### src/rtl/register_file.sv
// Architectural integer register file: two combinational read ports, one clocked write port, one debug read port.
// Register 0 always reads as zero. Defining REGFILE_BYPASS_EN forwards same-cycle write data to matching read ports.
module register_file #(
  parameter int DATA_WIDTH = 32,
  parameter int ADDR_WIDTH = 5
) (
  input  logic                  clk,
  input  logic                  rst_n,
  input  logic                  RegWrite,
  input  logic [ADDR_WIDTH-1:0] rs1,
  input  logic [ADDR_WIDTH-1:0] rs2,
  input  logic [ADDR_WIDTH-1:0] rd,
  input  logic [DATA_WIDTH-1:0] wd,
  output logic [DATA_WIDTH-1:0] rd1,
  output logic [DATA_WIDTH-1:0] rd2,
  input  logic [ADDR_WIDTH-1:0] dbg_addr,
  output logic [DATA_WIDTH-1:0] dbg_data
);

  localparam int DEPTH = 2 ** ADDR_WIDTH;

  logic [DATA_WIDTH-1:0] regs_q [DEPTH];
  logic [DATA_WIDTH-1:0] regs_d [DEPTH];
  logic                  wr_en;

  assign wr_en = RegWrite && (rd != '0);

  always_comb begin
    regs_d = regs_q;
    if (wr_en) begin
      regs_d[rd] = wd;
    end
    // Entry 0 is pinned to zero so it never holds state.
    regs_d[0] = '0;
  end

  always_ff @(posedge clk or negedge rst_n) begin
    if (!rst_n) begin
      for (int i = 0; i < DEPTH; i++) begin
        regs_q[i] <= '0;
      end
    end else begin
      regs_q <= regs_d;
    end
  end

  function automatic logic [DATA_WIDTH-1:0] read_port(input logic [ADDR_WIDTH-1:0] addr);
    logic [DATA_WIDTH-1:0] val;
    val = (addr == '0) ? '0 : regs_q[addr];
`ifdef REGFILE_BYPASS_EN
    // Reset suppresses forwarding so outputs are zero while rst_n is low.
    if (rst_n && wr_en && (addr == rd)) begin
      val = wd;
    end
`endif
    return val;
  endfunction

  assign rd1      = read_port(rs1);
  assign rd2      = read_port(rs2);
  assign dbg_data = read_port(dbg_addr);

endmodule

### config.mk
export PLATFORM = sky130hd
export DESIGN_NAME = register_file
export DESIGN_NICKNAME = d
export VERILOG_FILES = /design/src/rtl/register_file.sv
export SDC_FILE = /design/constraint.sdc
export NUM_CORES = 2
export LEC_CHECK = 0
export CORE_UTILIZATION = 40
export DETAILED_ROUTE_END_ITERATION = 8
export PLACE_DENSITY_LB_ADDON = 0.05
export RECOVER_POWER = 50
export SLEW_MARGIN = 20
export SYNTH_ARGS = -nofsm -noshare
export SYNTH_HDL_FRONTEND = slang
export SYNTH_SLANG_ARGS = --single-unit
### constraint.sdc
create_clock -name clk -period 4.15 [get_ports clk]
set_input_delay 1.0375 -clock clk [delete_from_list [all_inputs] [get_ports clk]]
set_output_delay 1.0375 -clock clk [all_outputs]
set_load 0.03 [all_outputs]
==> flow_summary.yaml <==
sta:
  relSlewSlack: -0.3843
  timing_worst_slew_pin_value_ns: 2.076
  finalHoldViolCount: 0
  sum_of_negative_setup_slack_ns: 0
  setup_repair_after_global_routing_missed_its_margin: "yes"
  holdWs_ns: 0.5327
  fin_skew_ns: 0
  finalWorstPathRequiredPeriod_ns: 4.129
  setup_violations: 0
  fmax_ghz: 0.2422
  setup_ws_ns: 0.02089
  report.final.slew_viol_count: 264
  period_share: 0.9950
min_path:
  min_delay_src: "regs_q[376]"
  path_class_of_the_lowest_slack_min_delay_path: "reg -> reg"
job:
  max-cap-violations: 6
routing:
  post_detailed_routing_wire_length_mm: 252.4
  post_drt_wl_per_cell_um: 35.95
  drc: 0
  detail-route-antenna-nets: 0
  detailroute.via_count: 45972
  viasPerCell: 6.547
  met3WireLength_mm: 20.00
  firstDrtPassIters: 5
  routed.top_layer: "met5"
  drt-met1-wl_mm: 113.1
  drtIter0Drc: 4308
  routed_length_on_met2_mm: 111.6
cells_and_area:
  regMostFlops: "regs_q"
  net_count_of_the_finished_layout: 4945
  fin_cells: 7022
  post_route_cells_drive_above_1_share: 0.4918
  synthToLayoutAreaGrowth_pct: 19.04
  finish.utilization: 0.4815
  post-route-cell-area_um2: 73490
  largestRegisters: "regs_q x992"
  largest_register_ffs: 992
cts:
  cts_buf_count: 121
  clock-sinks: 992
  worstSkewPairLatency_ns: 0.73
  cts.clk_slew.worst_paths_ns: 0.06
  ctsLongestPathBuffers: 3
  cts_tree: "done"
  root_buffer: "sky130_fd_sc_hd__clkbuf_16"
  cts_htree_levels: 3
critical_path:
  reg_to_reg_setup_timing_slack_ns: 3.30
  worst-endpoint-required_ns: 3.11
  crit_arrival_ns: 3.09
  critical_path.endpoint: "rd1[29]"
  critical_path.endpoint_type: "primary output"
  critPathKind: "in -> out"
  crit_path_max_fanout: 18
  setup.worst_path.start: "rs1[1]"
  setup.worst_path.start_class: "primary input"
  r2r_end: "regs_q[373]"
  regToRegStartpoint: "regs_q[373]"
  worst_reg_to_reg_cells: 1
floorplan:
  ioPinCount: 151
  die_outline_area_um2: 155900
  core_um2: 152600
  floorplan.initialDensity: 0.4045
  floorplan.rows: 143
  die_width_um: 394.9
  die_height_um: 394.9
global_routing:
  first_pass_grt_wire_length_mm: 358.8
  grt_pass1_vias: 45494
  globalRouteTotalUtil: 0.3219
  grt_antenna_before_repair: 16
  gr-total-overflow: 0
  pin_count_of_the_biggest_net_entering_global_routing: 113
placed_design:
  worst_slack_after_detailed_placement_ns: -0.2260
  io_buffer_count: 150
  gpl_wtd_cong: 0.8514
  dpl_cell_area_um2: 69430
  dp.final_hpwl_mm: 158.6
  dp.cells: 6793
yosys:
  synth-edff-count: 0
  synth.distinct_cells: 47
  postSynthRegisterBits: 992
  ys_top_cells_by_count: "sky130_fd_sc_hd__mux2_2 (1047), sky130_fd_sc_hd__dfrtp_1 (992), sky130_fd_sc_hd__mux4_2 (580)"
  post-synth-top-count-cell: "sky130_fd_sc_hd__mux2_2"
  post_synth_instance_area_um2: 61740
  mappedNetlistNets: 4743
  synthFlopType: "sky130_fd_sc_hd__dfrtp_1"
  share_of_synthesized_flip_flops_with_an_asynchronous_set_or_reset: 1.000
  synthTopCellsByArea: "sky130_fd_sc_hd__dfrtp_1 (40%), sky130_fd_sc_hd__mux4_2 (21%), sky130_fd_sc_hd__mux2_2 (19%)"
  yosys.area.top_type_share: 0.4021
  post-synth-top-area-cell: "sky130_fd_sc_hd__dfrtp_1"
  share_of_the_yosys_chip_area_belonging_to_registers: 0.4021
  post_synth_inst_count: 4688
  synth.yosys.warnings: 0
  post_synth.cell_area_avg_um2: 13.17
power:
  finalPower_mw: 33.83
  power.ir.vdd_worst_mv: 0.3488
  power_leakage_nw: 31.48
  power_density_nw_per_um2: 460.3
run_status:
  violations: "max-capacitance violations, max-slew violations"
  status: "finished with violations"
## cells by family after synthesis
family	after synthesis	share of synthesized area
multiplexers	1930	0.4530
flip-flops	992	0.4021
AND/OR/NAND/NOR	740	0.05389
buffers and inverters	524	0.03717
AO/OA/AOI/OAI	502	0.05387
## routing by layer
metal	vias up	global-route usage
li1	18511	-
met1	24946	0.4797
met2	2097	0.4763
met3	406	0.05743
met4	12	0.09593
met5	-	0
## layout make-up
cell class              count  area [um^2]
fillers                 13500        79130
flip-flops and latches    992        24820
repair buffers            593         6955
well taps                2030         2540
inverters                  10        47.55
multi-input cells        3172        34920
clock inverters            50        653.1
diodes                      2        5.005
clock buffers             173         3547
## power breakdown
group	switching (mW)	internal [mW]	leakage (nW)
Clock	4.54	6.82	2.08
Sequential	1.94	11.6	12.7
Combinational	3.85	5.11	16.7
Total	10.3	23.5	31.5
## timing repair
action / CTS / global route
hold buffers: 0 / 0
resized for setup: 10 / 7
setup endpoints to repair: 30 / 6
cloned: 1 / 1
pin swaps: 0 / 0
setup buffers: 0 / 2
## critical path, stage by stage
cell,delay [ns]
sky130_fd_sc_hd__buf_8,0.23
sky130_fd_sc_hd__buf_12,0.20
sky130_fd_sc_hd__and2_1,0.25
sky130_fd_sc_hd__buf_4,0.23
sky130_fd_sc_hd__a22oi_1,0.11
sky130_fd_sc_hd__nand4_1,0.12
sky130_fd_sc_hd__o21ai_0,0.12
sky130_fd_sc_hd__or3_1,0.34
sky130_fd_sc_hd__buf_4,0.20
sky130_fd_sc_hd__buf_4,0.18
## how the worst min path moves through the flow
stage               cells past startpoint  slack, ns     endpoint
global placement                        1       0.51  regs_q[613]
detailed placement                      1       0.52  regs_q[376]
global route                            1       0.56   regs_q[25]
finish                                  1       0.53  regs_q[376]
floorplan                               1       0.49  regs_q[363]
CTS                                     1       0.29   regs_q[38]
## cell usage in the layout (no fill, tap or decap), types with 10 or more instances in the layout
cell                              count
sky130_fd_sc_hd__mux2_1              31
sky130_fd_sc_hd__buf_4              310
sky130_fd_sc_hd__nor3_1              78
sky130_fd_sc_hd__clkbuf_16          125
sky130_fd_sc_hd__clkinv_2            28
sky130_fd_sc_hd__mux4_2             580
sky130_fd_sc_hd__bufinv_16           15
sky130_fd_sc_hd__mux2i_1            262
sky130_fd_sc_hd__nor2_4              15
sky130_fd_sc_hd__o221ai_1            10
sky130_fd_sc_hd__o21ai_0             10
sky130_fd_sc_hd__clkbuf_8            26
sky130_fd_sc_hd__buf_12             193
sky130_fd_sc_hd__dfrtp_1            992
sky130_fd_sc_hd__nand2_4             12
sky130_fd_sc_hd__o32a_1              12
sky130_fd_sc_hd__clkdlybuf4s50_1     15
sky130_fd_sc_hd__a21oi_1            196
sky130_fd_sc_hd__clkbuf_1            39
sky130_fd_sc_hd__or3_1               10
sky130_fd_sc_hd__buf_2               22
sky130_fd_sc_hd__nor2b_1             91
sky130_fd_sc_hd__a221oi_1            78
sky130_fd_sc_hd__clkbuf_2            13
sky130_fd_sc_hd__nor2_1              82
sky130_fd_sc_hd__o211ai_1            62
sky130_fd_sc_hd__nand3_1             70
sky130_fd_sc_hd__mux2_2            1047
sky130_fd_sc_hd__a22oi_1             36
sky130_fd_sc_hd__nand2_1            344
sky130_fd_sc_hd__o21ai_1             60
Power figures use the tool's default switching activity.
